File: config.mk
export PLATFORM = sky130hd
export DESIGN_NAME = iod_delay_line_ctrl
export DESIGN_NICKNAME = d
export VERILOG_FILES = /design/src/rtl/iod_delay_line_ctrl.sv
export SDC_FILE = /design/constraint.sdc
export NUM_CORES = 1
export LEC_CHECK = 0
export CORE_UTILIZATION = 31
export DETAILED_ROUTE_END_ITERATION = 6
export PLACE_DENSITY = 0.56
export SYNTH_ARGS = -nofsm -noshare
export SYNTH_HDL_FRONTEND = slang
export SYNTH_SLANG_ARGS = --single-unit
File: constraint.sdc
create_clock -name fab_clk_i -period 2.3 [get_ports fab_clk_i]
set_clock_uncertainty 0.05 [all_clocks]
set_input_delay 0.23 -clock fab_clk_i [delete_from_list [all_inputs] [get_ports fab_clk_i]]
set_output_delay 0.23 -clock fab_clk_i [all_outputs]
set_load 0.1 [all_outputs]
File: src/rtl/iod_delay_line_ctrl.sv
// iod_delay_line_ctrl
// Sequencer for one IOD lane dynamic delay line (DDR4 PHY address/command pin).
// Converts absolute tap-target requests into paced single-tap MOVE pulses with a
// held DIRECTION, or into a LOAD reload, while tracking the current tap.
//
// Optional feature: define IOD_DELAY_CTRL_STEP_COUNT_EN to enable the saturating
// MOVE pulse counter on step_cnt_o; otherwise step_cnt_o is tied to zero.
//
// Ports:
//   fab_clk_i                  fabric clock, rising edge
//   arst_n_i                   asynchronous active-low reset
//   req_valid_i / req_ready_o  request handshake (ready only in IDLE)
//   req_load_i                 1 = reload to INIT_TAP, 0 = move to req_tap_i
//   req_tap_i                  target tap, clamped to MAX_TAP
//   delay_line_out_of_range_i  out-of-range flag from the IOD
//   delay_line_move_o          one-cycle single-tap step pulse
//   delay_line_direction_o     1 = increment delay, 0 = decrement
//   delay_line_load_o          one-cycle reload pulse
//   cur_tap_o                  tracked tap value
//   done_o                     one-cycle completion pulse
//   err_oor_o                  sticky out-of-range error, cleared by a LOAD
//   step_cnt_o                 total MOVE pulses issued (optional)
module iod_delay_line_ctrl #(
  parameter int unsigned TAP_W      = 8,
  parameter int unsigned MAX_TAP    = 255,
  parameter int unsigned INIT_TAP   = 1,
  parameter int unsigned SETTLE_CYC = 4
) (
  input  logic             fab_clk_i,
  input  logic             arst_n_i,
  input  logic             req_valid_i,
  output logic             req_ready_o,
  input  logic             req_load_i,
  input  logic [TAP_W-1:0] req_tap_i,
  input  logic             delay_line_out_of_range_i,
  output logic             delay_line_move_o,
  output logic             delay_line_direction_o,
  output logic             delay_line_load_o,
  output logic [TAP_W-1:0] cur_tap_o,
  output logic             done_o,
  output logic             err_oor_o,
  output logic [15:0]      step_cnt_o
);

  localparam int unsigned CNT_W = 4;
  localparam int unsigned STEP_W = 16;
  localparam logic [TAP_W-1:0] MAX_TAP_T  = TAP_W'(MAX_TAP);
  localparam logic [TAP_W-1:0] INIT_TAP_T = TAP_W'(INIT_TAP);
  localparam logic [TAP_W-1:0] ONE_TAP    = TAP_W'(1);
  localparam logic [CNT_W-1:0] SETTLE_LAST = CNT_W'(SETTLE_CYC - 1);

  typedef enum logic [2:0] {
    S_IDLE   = 3'd0,
    S_LOAD   = 3'd1,
    S_MOVE   = 3'd2,
    S_SETTLE = 3'd3,
    S_DONE   = 3'd4
  } state_e;

  state_e           state_q, state_d;
  logic [TAP_W-1:0] target_q, target_d;
  logic [TAP_W-1:0] cur_tap_q, cur_tap_d;
  logic             dir_q, dir_d;
  logic             err_q, err_d;
  logic [CNT_W-1:0] cnt_q, cnt_d;
  logic             from_load_q, from_load_d;
  logic             ready_q, ready_d;
  logic             move_q, move_d;
  logic             load_q, load_d;
  logic             done_q, done_d;
  logic [TAP_W-1:0] req_tgt;

  // Requests above the highest legal tap are clamped.
  assign req_tgt = (req_tap_i > MAX_TAP_T) ? MAX_TAP_T : req_tap_i;

  // Next-state and next-output logic.
  always_comb begin
    state_d     = state_q;
    target_d    = target_q;
    cur_tap_d   = cur_tap_q;
    dir_d       = dir_q;
    err_d       = err_q;
    cnt_d       = cnt_q;
    from_load_d = from_load_q;

    unique case (state_q)
      S_IDLE: begin
        if (req_valid_i && ready_q) begin
          if (req_load_i) begin
            err_d   = 1'b0;
            state_d = S_LOAD;
          end else begin
            target_d = req_tgt;
            if (req_tgt == cur_tap_q) begin
              state_d = S_DONE;
            end else begin
              dir_d   = (req_tgt > cur_tap_q);
              state_d = S_MOVE;
            end
          end
        end
      end
      S_LOAD: begin
        // Target follows the reload so the settle exit sees a match.
        cur_tap_d   = INIT_TAP_T;
        target_d    = INIT_TAP_T;
        from_load_d = 1'b1;
        cnt_d       = SETTLE_LAST;
        state_d     = S_SETTLE;
      end
      S_MOVE: begin
        cur_tap_d   = dir_q ? (cur_tap_q + ONE_TAP) : (cur_tap_q - ONE_TAP);
        from_load_d = 1'b0;
        cnt_d       = SETTLE_LAST;
        state_d     = S_SETTLE;
      end
      S_SETTLE: begin
        if (delay_line_out_of_range_i && !from_load_q) begin
          // The IOD refused the last step: roll the tracked tap back.
          cur_tap_d = dir_q ? (cur_tap_q - ONE_TAP) : (cur_tap_q + ONE_TAP);
          err_d     = 1'b1;
          state_d   = S_DONE;
        end else if (cnt_q == '0) begin
          state_d = (cur_tap_q == target_q) ? S_DONE : S_MOVE;
        end else begin
          cnt_d = cnt_q - CNT_W'(1);
        end
      end
      S_DONE: begin
        state_d = S_IDLE;
      end
      default: begin
        state_d = S_IDLE;
      end
    endcase

    ready_d = (state_d == S_IDLE);
    move_d  = (state_d == S_MOVE);
    load_d  = (state_d == S_LOAD);
    done_d  = (state_d == S_DONE);
  end

  // State and registered outputs.
  always_ff @(posedge fab_clk_i or negedge arst_n_i) begin
    if (!arst_n_i) begin
      state_q     <= S_IDLE;
      target_q    <= INIT_TAP_T;
      cur_tap_q   <= INIT_TAP_T;
      dir_q       <= 1'b0;
      err_q       <= 1'b0;
      cnt_q       <= '0;
      from_load_q <= 1'b0;
      ready_q     <= 1'b1;
      move_q      <= 1'b0;
      load_q      <= 1'b0;
      done_q      <= 1'b0;
    end else begin
      state_q     <= state_d;
      target_q    <= target_d;
      cur_tap_q   <= cur_tap_d;
      dir_q       <= dir_d;
      err_q       <= err_d;
      cnt_q       <= cnt_d;
      from_load_q <= from_load_d;
      ready_q     <= ready_d;
      move_q      <= move_d;
      load_q      <= load_d;
      done_q      <= done_d;
    end
  end

`ifdef IOD_DELAY_CTRL_STEP_COUNT_EN
  logic [STEP_W-1:0] step_cnt_q, step_cnt_d;

  // Counts each MOVE pulse as it is launched; saturates at all-ones.
  always_comb begin
    step_cnt_d = step_cnt_q;
    if (move_d && (step_cnt_q != {STEP_W{1'b1}})) begin
      step_cnt_d = step_cnt_q + STEP_W'(1);
    end
  end

  always_ff @(posedge fab_clk_i or negedge arst_n_i) begin
    if (!arst_n_i) begin
      step_cnt_q <= '0;
    end else begin
      step_cnt_q <= step_cnt_d;
    end
  end

  assign step_cnt_o = step_cnt_q;
`else
  assign step_cnt_o = '0;
`endif

  assign req_ready_o            = ready_q;
  assign delay_line_move_o      = move_q;
  assign delay_line_direction_o = dir_q;
  assign delay_line_load_o      = load_q;
  assign cur_tap_o              = cur_tap_q;
  assign done_o                 = done_q;
  assign err_oor_o              = err_q;

endmodule

# Word-level counts from Yosys, hierarchy flattened
# Index checks and enable logic that the tools add are counted.
word_totals:
  register_bits: 30
  inputBits: 13
  output_inout_bits: 30
  word_cells: 72
classes:
  addsub: 3
  n_lt_le_gt_ge: 2
  n_eq_ne: 14
  n_mux: 23
  n_bitwise: 2
  n_reduce_logical: 17
op_table:
  columns: ["operator", "count"]
  rows:
  - ["two-way mux 8 bit", 6]
  - ["one-hot mux 8 bit (3 select lines)", 1]
  - ["two-way mux 3 bit", 6]
  - ["== test 8 bit", 2]
  - ["one-hot mux 8 bit (2 select lines)", 1]
  - ["inequality test 2 bit (second input constant)", 6]
  - ["== test 3 x 2 -> 1 bit (second input constant)", 3]
  - ["one-hot mux 3 bit (3 select lines)", 1]
  - ["adder 8 x 1 -> 8 bit (second input constant)", 1]
  - ["greater-than comparator 8 bit", 1]
  - ["greater-than comparator 8 bit (second input constant)", 1]
  - ["two-way mux 4 bit", 2]
  - ["one-hot mux 4 bit (2 select lines)", 1]
  - ["AND reduction 4 bit", 2]
  - ["nonzero test 2 bit", 4]
  - ["subtractor 8 x 1 -> 8 bit (second input constant)", 1]
  - ["== test 3 x 1 -> 1 bit (second input constant)", 2]
  - ["zero test 3 bit", 2]
  - ["AND reduction 3 bit", 2]
  - ["zero test 4 bit", 1]
  - ["one-hot mux 1 bit (2 select lines)", 2]
  - ["subtractor 4 x 1 -> 4 bit (second input constant)", 1]
  - ["== test 3 bit (second input constant)", 1]
  - ["two-way mux 1 bit", 3]
  - ["6 further kinds", 8]

# Depth between registers and ports, before layout
depth:
  ltp_word: 8
  ltp_mapped: 8
  depth_no_buf: 7

# Worst setup path before layout
# No wires, ideal clock.
synth_timing:
  path_type: "reg-to-reg"
  from: "reg dir_q, in the netlist delay_line_direction_o"
  to: "reg cur_tap_q[7], in the netlist cur_tap_o[7]"
  setup_time_ns: 0.077
  arrival_ns: 2.229
  required_time_ns: 2.173
  setup_slack_ns: -0.055
  stages_incl_launch_ff: 7
  path_buffers: 1
  synth_period_minus_slack_ns: 2.355
  path_cell_list: "dfrtp_1 buf_2 xor2_2 and3_1 a32oi_1 o31a_1 o21ai_1"
synth_between:
  elab_chain_len: 3
  word_cells_on_any_way: 4
  cone_classes: "4 x mux"
synth_lines:
  columns: ["item", "line", "source"]
  rows:
  - ["start: declaration", "63", "logic dir_q, dir_d;"]
  - ["start signal: assignment", "161", "dir_q <= dir_d;"]
  - ["two-way mux 8 bit", "120", "cur_tap_d = dir_q ? (cur_tap_q - ONE_TAP) : (cur_tap_q + ONE_TAP);"]
  - ["two-way mux 8 bit", "118", "if (delay_line_out_of_range_i && !from_load_q) begin"]
  - ["one-hot mux 8 bit (3 select lines) (*)", "86", "unique case (state_q)"]
  - ["end signal: assignment", "160", "cur_tap_q <= cur_tap_d;"]
  - ["end: declaration", "62", "logic [TAP_W-1:0] cur_tap_q, cur_tap_d;"]
# Mark *: on every way between the ends. The rest lies on a longest branch, timed or not. The select of a mux whose other input is x is not followed.
# A chain may end at the register's enable or synchronous reset.

# Worst setup path in the final report
layout_timing:
  from: "reg state_q[0]"
  to: "reg done_q, in the netlist done_o"
layout_between:
  elab_chain_len: 4
  word_cells_on_any_way: 10
  cone_classes: "4 x eq/ne; 4 x mux; 2 x reduce/logical"
layout_lines:
  columns: ["item", "line", "source"]
  rows:
  - ["start: declaration", "60", "state_e state_q, state_d;"]
  - ["start signal: assignment", "158", "state_q <= state_d;"]
  - ["== test 3 x 2 -> 1 bit (tied with other cells)", "86", null]
  - ["OR reduction 2 bit (no line) or two-way mux 3 bit (tied branches)", null, null]
  - ["one-hot mux 3 bit (3 select lines) (*)", "86", null]
  - ["== test 3 bit (*)", "140", "done_d = (state_d == S_DONE);"]
  - ["via done_d", "70", "logic done_q, done_d;"]
  - ["end signal: assignment", "168", "done_q <= done_d;"]
  - ["end: declaration", "70", null]
# The timed path passes the listed nets; every way through them passes the cells marked *.

==> key figures <==
Run status
  – Status: complete, but fails checks
  – Failing checks: design-rule violations

Power and ir drop
  – Sw frac: 53.4%
  – Clk pwr share: 14.6%
  – LEAKAGE: 1.14 nW
  – Flop pwr share: 27.3%
  – Total power: approximately 3.8 mW
  – Comb pwr share: about three fifths
  – Pwr Density: 1560 nW/um^2
  – Internal power: 1.78 mW
  – Maximum VDD drop: ~0.46 mV
  – Sw Pwr: 2.05 mW

Detailed routing
  – # DRC: 6
  – Starting DRT DRC Count: about 110
  – Wl on met1: 2440 um
  – Drt pass-1 iters: 6
  – Via count: between 1.5k and 2k
  – Metal2 WL: 2350 um
  – Vias per Instance: roughly 5.2
  – Wirelength, routed: between 5000 and 6000 um
  – Top Metal Used: met4
  – WL/cell: 14.6 um
  – Final ANT Viol Nets: 0
  – Routed met3 length: 230 um

Critical path
  – CP max-delay cell: or4_4
  – Critical Path AT: 2.17 ns
  – Worst-path maximum fanout: 12
  – Crit path to: done_o
  – Worst Reg-to-Reg Cells: 4
  – Worst setup path start: state_q[0]
  – FF-to-FF End: done_o
  – Reg2Reg Setup Slack: between 0.3 and 0.4 ns
  – CP required: 2.48 ns
  – Reg-to-Reg Start: state_q[0]
  – CP max stage delay: 0.54 ns
  – Worst setup path class: flip-flop to flip-flop
  – Setup crit start kind: flip-flop
  – Critical Path Sink Type: flip-flop
  – Worst-path cell chain: or2_1, or4_4, nor3_1, a31o_2

Final layout
  – Fin nets: roughly 300
  – Final non-filler cell area: 2460 um^2
  – Most frequent cells in the layout: nand2_1, dfrtp_1, nor2_1
  – Filler cells: 624
  – Most common cell after layout, fill and taps aside: nand2_1
  – Share of cells above drive strength 1: 13.6%
  – Post-layout util: between 30% and 40%
  – Layout area overhead: 17.6%
  – Final instance count without filler cells: 350
  – ANT cells: 0

Synthesis
  – Synth unique cells: between 50 and 60
  – Top cell type's share of synthesized area: 32.3%
  – EDFF count, synth: 0
  – Synth area leader: dfrtp_1
  – Post-synthesis sequential area ratio: between 30% and 40%
  – Ys async rst share: 100%
  – Top cells by area, synth: dfrtp_1, ha_1, buf_4
  – Synth Warn #: 0
  – Dominant synthesized flop cell: dfrtp_1
  – Register bit total from synthesis: 30
  – Syn_area_per_cell: 8.49 um^2
  – Cells after Synth: ~250
  – Synth Cell Area: 2090 um^2

Job
  – Max-cap violations: 0

GRT
  – Initial antenna violation count: 0
  – Vias in the first global route: 1686
  – Largest net degree at the start of global routing: 31
  – First-pass GRT wire length: 8450 um
  – Global route total overflow: 0
  – GRT Total Usage: 15.4%

Timing
  – Final hold vios: 0
  – Setup TNS: 0 ns
  – Tightest Pin Transition: 0.976 ns
  – Hold Slack: 0.288 ns
  – Final WS setup: 0.304 ns
  – Tmin final: 2.00 ns
  – Max Clock Freq: 501 MHz
  – Worst slew margin: 34.5%
  – Final Setup Violations: 0
  – Fin crit share: 86.8%
  – RSZ-0062 raised after global routing: false
  – Pins Over Slew Limit: 0

Clock tree
  – Hold buffers post-CTS: 0
  – CTS tree: yes
  – CTS Buffer Depth: 2
  – Resized cells post-CTS: 0
  – Clock sinks: 30
  – Htree depth: 2
  – Clock transition at path regs: 0.07 ns
  – Root buffer cell: clkbuf_8
  – CTS buffer count: 5
  – Post-CTS Setup Bufs: 0
  – Clock Latency Late Sink: between 0.2 and 0.3 ns

Placed design
  – # port buffers: 26
  – Post-DP HPWL: 3770 um
  – Dpl ws: 0.291 ns
  – GP Congestion: 0.860
  – Dpl cells: 342
  – Placed Area: about 2300 um^2

Die
  – Starting Density: 32.5%
  – Die area: about 7000 um^2
  – Row cnt: 29
  – Die height: between 80 and 90 um
  – Num ports: 43
  – Core footprint: 6420 um^2
  – Die width: 84.1 um

Min path
  – Worst hold path type: primary input to asynchronous set/reset pin
registers in the layout, indices dropped and copies added, names as in the netlist:
signal,cells
target_q,8
delay_line_load_o,1
done_o,1
state_q,3
cur_tap_o,8
delay_line_move_o,1
delay_line_direction_o,1
from_load_q,1
req_ready_o,1
err_oor_o,1
cnt_q,4
how the worst min path moves through the flow:
stage | cells after the start | end | slack, ns
final | 2 | target_q[7] | 0.29
after global routing | 2 | target_q[4] | 0.34
after CTS | 2 | cur_tap_o[4] | 0.30
after detailed placement | 2 | from_load_q | 0.43
after global placement | 2 | from_load_q | 0.42
after floorplan | 0 | cnt_q[0] | -0.12
layout make-up:
class / count / area, um^2 / area share, %
Clock buffer: 7 / 86.3 / 3.51
Clock inverter: 1 / 30.0 / 1.22
Inverter: 15 / 56.3 / 2.29
Multi-Input combinational cell: 189 / 1170 / 47.5
Sequential cell: 30 / 758 / 30.9
Tap cell: 77 / 96.3 / 3.92
Timing Repair Buffer: 31 / 263 / 10.7
worst max-delay path: cells and delay by family, from the launching register on:
| family | cells | cell delay, ns |
|---|---|---|
| DFF | 1 | 0.53 |
| AOI/OAI and AO/OA | 1 | 0.15 |
| and+or+nand+nor | 3 | 1.20 |
cells in the mapped netlist, types with 2 or more instances:
library cell  count
xor2_1            5
nor4b_1           2
a211oi_1          3
and3_1            3
a22o_1            3
a31oi_1           2
nand4_1           3
nand2_1          27
ha_1             12
dfrtp_1          27
o21ai_0          15
buf_2             5
a31o_2            2
a32oi_1           2
o22ai_1           3
nand2b_1          2
a21o_1            6
a21oi_1          11
nor2_1           21
nand3_1           4
o211ai_1          2
buf_1             2
o21ai_1           3
nor4_1            4
and2_1            2
o31a_1            3
xnor2_1           8
clkbuf_1          4
nor3_1            7
buf_4            16
inv_1            15
dfstp_2           3
power by group through the flow:
stage / sequential, mW / combinational [mW] / clock, mW
2_1_floorplan: 1.49 / 1.26 / 0
3_3_place_gp: 1.05 / 2.21 / 0
3_5_place_dp: 1.05 / 2.22 / 0
4_1_cts: 1.04 / 2.23 / 0.578
5_1_grt: 1.08 / 2.42 / 0.595
6_report: 1.05 / 2.22 / 0.559
layer usage:
metal | track usage, % | up-vias
met2 | 23.8 | 62
met5 | 0 | -
met4 | 6.74 | 0
met3 | 2.77 | 5
li1 | - | 885
met1 | 21.0 | 858
cells by family after synthesis:
group / Yosys count / share of synthesized area [%]
compound gates: 63 / 19.8
xor+xnor: 14 / 6.23
fa+ha+maj: 12 / 7.19
buf+inv: 42 / 10.7
flops: 30 / 36.1
mux: 1 / 0.479
other cells: 1 / 0.179
simple gates: 83 / 19.3
No activity file was read; power rests on OpenSTA's default activity.
==> RTL edit 1 (same settings) <==
Build with the macro `IOD_DELAY_CTRL_STEP_COUNT_EN` defined.
--- a/src/rtl/iod_delay_line_ctrl.sv
+++ b/src/rtl/iod_delay_line_ctrl.sv
@@ -22,2 +22,4 @@
 //   step_cnt_o                 total MOVE pulses issued (optional)
+`define IOD_DELAY_CTRL_STEP_COUNT_EN
+
 module iod_delay_line_ctrl #(
Formal check against the unedited RTL: not equivalent (Yosys sat finds a counterexample within 4 cycles, from zero or initial values and one cycle with arst_n_i low).
==> RTL edit 1 against the original RTL <==
The flow finishes with violations (setup timing); highest routed layer unchanged; area after synthesis up 24%; total power up 46%; sequential cell count up 16; die area up 24%; clock power down 12%; design area up 48%; first-iteration DRC count down 29%; routed wire length up 25%; setup slack worse by 0.31 ns.
==> RTL edit 1: results (changes against the original RTL) <==
STATUS='finished, violations left'
FAILED_CHECKS='setup timing'
CLOCK_TREE_AREA_FRACTION=0.0227  # -0.0246
BUFFERS_EXCL_CLOCK=88  # +180%
POWER.STATIC_LEAKAGE_nW=1.66  # +45%
DETAILEDPLACE.WORSTSLACK_NS=-0.232  # -0.524 ns
SIGNAL_BUFFER_AREA_FRACTION=0.194  # +0.0869
POWER.SHARE.SWITCHING=0.509  # -0.0251
SETUP_VIOL_COUNT_FINAL=1  # +1
SYNTH-COMPOUND-AREA-SHARE=0.116  # -0.0819
GRT_USAGE=0.155  # +0.00155
DRIVE_ABOVE_1_SHARE=0.340  # +0.204
VDD_IR_DROP_MAX_V=0.00107  # +130%
SYNTH-ADDER-AREA-SHARE=0.0627  # -0.00918
WORSTPATHMAXFANOUT=6  # -6
WORST_SKEW_PAIR.LATE_LATENCY_NS=0.30  # +0.02 ns
LAYOUT_AREA_OVERHEAD_PCT=40.1
SYNTH-XOR-AREA-SHARE=0.0878  # +0.0255
N_MULTI_INPUT_COMBINATIONAL_CELL=210  # +11%
TIMING_WORST_SLEW_PIN_VALUE_NS=0.459  # -0.517 ns
NETS=393  # +32%
SETUP_WS_NS=-0.0109  # -0.314 ns
INVERTERS=16  # +1
SYNTH.TOP_CELLS.BY_COUNT='dfrtp_1 (43), nand2_1 (36), o21ai_0 (20), nor2_1 (17), xor2_1 (17)'
DPL-INSTANCE-AREA_MM2=0.00334  # +43%
GRT.MET3_USAGE=0.0301  # +0.00239
NUMBER_OF_OPTIMIZATION_ITERATIONS_IN_THE_FIRST_DETAILED_ROUTE_PASS=4  # -2
WL_MET1_MM=3.11  # +27%
TOTALPOWERFINAL_mW=5.58  # +46%
SYNTH.MUX.AREA_FRACTION=0.0101  # +0.00533
GRTUSAGEMET2=0.252  # +0.0141
SH_SEQ_AREA=0.328  # +0.0198
RTL edit 1: changes by cell type in the layout (fill, tap and decap cells not counted), moves of 6 or more:
cell | before | now
dfrtp_4 | 0 | 7
conb_1 | 16 | 0
buf_4 | 19 | 69
nand2_1 | 27 | 36
nand3_1 | 4 | 10
xor2_1 | 5 | 16
RTL edit 1: final timing paths:
check / from / to / cells past startpoint
worst max-delay path: cur_tap_o[0] / step_cnt_o[15] / 7
worst min-delay path: arst_n_i / step_cnt_o[11] / 2
worst max register to register: cur_tap_o[0] / step_cnt_o[15] / 7
worst min register to register: step_cnt_o[10] / step_cnt_o[10] / 1
max in group asynchronous: arst_n_i / cur_tap_o[0] / 3
min in group fab_clk_i: step_cnt_o[10] / step_cnt_o[10] / 1
RTL edit 1: critical path: cells and delay by family (launching register included):
family                     cells  cell delay, ns
and+or+nand+nor                4            0.68
DFF                            1            0.66
adders and majority gates      1            0.13
AOI/OAI and AO/OA              1            0.40
muxes                          1            0.29
==> RTL edit 2 (same flow settings) <==
Made on the original files. Encoding of `state_e`: now one-hot (5 bits for 5 states).
--- a/src/rtl/iod_delay_line_ctrl.sv
+++ b/src/rtl/iod_delay_line_ctrl.sv
@@ -51,8 +51,8 @@
 
-  typedef enum logic [2:0] {
-    S_IDLE   = 3'd0,
-    S_LOAD   = 3'd1,
-    S_MOVE   = 3'd2,
-    S_SETTLE = 3'd3,
-    S_DONE   = 3'd4
+  typedef enum logic [4:0] {
+    S_IDLE   = 5'b00001,
+    S_LOAD   = 5'b00010,
+    S_MOVE   = 5'b00100,
+    S_SETTLE = 5'b01000,
+    S_DONE   = 5'b10000
   } state_e;
Check against the original RTL: no difference found for any inputs over 10 cycles, from zero or initial values and one cycle with arst_n_i low; not proved beyond that.
==> RTL edit 2 against the original RTL <==
Total power is 22% lower; sequential cell count is 2 higher; area after synthesis is 2.4% higher; critical path type unchanged; setup slack worse by 0.13 ns; design area is 2.0% higher; largest cell class unchanged; routed wire length is 3.0% lower; critical path depth is 3 higher; count of clock-buffer cells in the layout is 1 higher; critical endpoint is now cur_tap_o[6].
==> RTL edit 2: results (changes against the original RTL) <==
STATUS='complete, no violations'
YS_TOP_CELLS_BY_AREA='dfrtp_1 (33%), ha_1 (7.0%), buf_4 (5.6%)'
PLACE.GP.CONGESTION=0.792  # -7.9%
CRITICAL_PATH.REG2REG.STARTPOINT='cur_tap_o[1]'
TIMING_WORST_SLEW_PIN_VALUE_NS=0.972  # -0.00421 ns
PLACED_CELLS_INCL_TAPS=346  # +1.2%
YOSYSSEQAREASHARE=0.377  # +0.0155
AVG_CELL_AREA_SYN_UM2=8.63  # +1.6%
NETS=301  # +1.3%
GRT_MAX_DEGREE=33  # +6.5%
GRT_ANTENNA_BEFORE_REPAIR=0  # unchanged
DETAILEDPLACE.WORSTSLACK_NS=0.0943  # -0.197 ns
ROUTED_WIRELENGTH_MM=4.94  # -3.0%
WORSTPATHARRIVAL_NS=2.25  # +0.08 ns
POWER.STATIC_LEAKAGE_nW=1.16  # +1.3%
PATH_CLK_SLEW_NS=0.07  # about the same
TOTAL_VIA_COUNT_AFTER_DETAILED_ROUTING=1759  # -2.8%
FILLERINSTANCES=659  # +5.6%
DRT_FIRST_ITER_VIOLATIONS=62  # -45%
YS_TYPES=49  # -3.9%
R2R-END='cur_tap_o[6]'
VDD_IR_DROP_MAX_V=0.000704  # +52%
GLOBAL_ROUTE_WIRE_LENGTH_BEFORE_REPAIR_MM=8.25  # -2.4%
DRT-VIAS-PER-INSTANCE=4.97  # -3.9%
SYNTH.TOP_CELLS.BY_COUNT='dfrtp_1 (28), nand2_1 (23), buf_4 (16), nor2_1 (16), o21ai_0 (16)'
WORSTPATHMAXFANOUT=8  # -4
WORSTREGTOREGCELLS=7  # +3
DRIVE_ABOVE_1_SHARE=0.148  # +0.0125
TIMING.REG2REG.SETUP_SLACK_NS=0.17  # -0.13 ns
GRT_USAGE=0.146  # -0.00791
DPL.HPWL_MM=3.72  # -1.3%
FIRST_GLOBAL_VIAS=1702  # +0.95%
NUMBER_OF_OPTIMIZATION_ITERATIONS_IN_THE_FIRST_DETAILED_ROUTE_PASS=4  # -2
## RTL edit 2: cell types whose count changed in the layout (fill, tap and decap cells not counted), sizes merged, moves of 3 or more
| cell | change |
|---|---|
| a21o | -4 |
| a22o | -3 |
| buf | +4 |
| inv | -3 |
| nand2 | -4 |
| nand3 | +6 |
| nor2 | -5 |
| nor2b | +6 |
| nor3b | +3 |
| o21ai | +3 |
| o22ai | +4 |
| o31a | -3 |
| xor2 | -4 |
## RTL edit 2: stage by stage
stage | area (um^2) | hold slack [ns] | utilization
2_1_floorplan | 2200 | -0.116 | -
3_3_place_gp | 2410 | 0.421 | 0.370
3_5_place_dp | 2410 | 0.434 | 0.370
4_1_cts | 2510 | 0.317 | 0.386
5_1_grt | 2510 | 0.356 | 0.386
6_report | 2510 | 0.306 | 0.386
## RTL edit 2: critical path, cell delays in order, from the launching register on
cell,delay [ns]
dfrtp_2,0.47
inv_1,0.15
ha_1,0.23
or3b_1,0.41
or3_1,0.34
nor2b_1,0.14
nor3_1,0.16
o21ai_1,0.07
## RTL edit 2: final cells by class
cell class | count | area (um^2) | share of cell area
Sequential cell | 32 | 810 | 0.323
Tap cell | 77 | 96.3 | 0.0384
Inverter | 12 | 45.0 | 0.0180
Multi-Input combinational cell | 190 | 1160 | 0.464
Timing Repair Buffer | 35 | 293 | 0.117
Clock buffer | 8 | 100 | 0.0399
## RTL edit 2: logic make-up after synthesis
family | after synthesis | synth area share
compound gates | 58 | 0.166
buf+inv | 41 | 0.106
mux | 1 | 0.00526
flops | 32 | 0.377
other cells | 1 | 0.00175
simple gates | 91 | 0.225
xor+xnor | 12 | 0.0491
fa+ha+maj | 12 | 0.0702
## RTL edit 2: how the worst max path moves through the flow
stage | from | endpoint | slack (ns) | cells past startpoint
after floorplan | cur_tap_o[5] | delay_line_direction_o | -0.05 | 6
after global placement | req_valid_i | target_q[7] | 0.16 | 5
after detailed placement | req_valid_i | target_q[5] | 0.09 | 5
final | cur_tap_o[1] | cur_tap_o[6] | 0.17 | 7
after global routing | cur_tap_o[1] | cur_tap_o[6] | 0.04 | 7
after CTS | cur_tap_o[1] | cur_tap_o[6] | 0.17 | 7
## RTL edit 2: metal layers
layer	wire length, um	track usage	vias up	share of wire
met5	0	0	-	0
met4	71	0.0632	0	0.014
met3	194	0.0340	6	0.039
met2	2220	0.224	36	0.45
met1	2460	0.196	822	0.50
li1	-	-	895	-
## RTL edit 2: power by group
group / leakage [nW] / internal [mW] / switching [mW] / total (mW)
registers: 0.401 / 0.764 / 0.204 / 0.968
clock network: 0.0515 / 0.273 / 0.212 / 0.485
logic: 0.704 / 0.481 / 1.05 / 1.53
total: 1.16 / 1.52 / 1.46 / 2.98
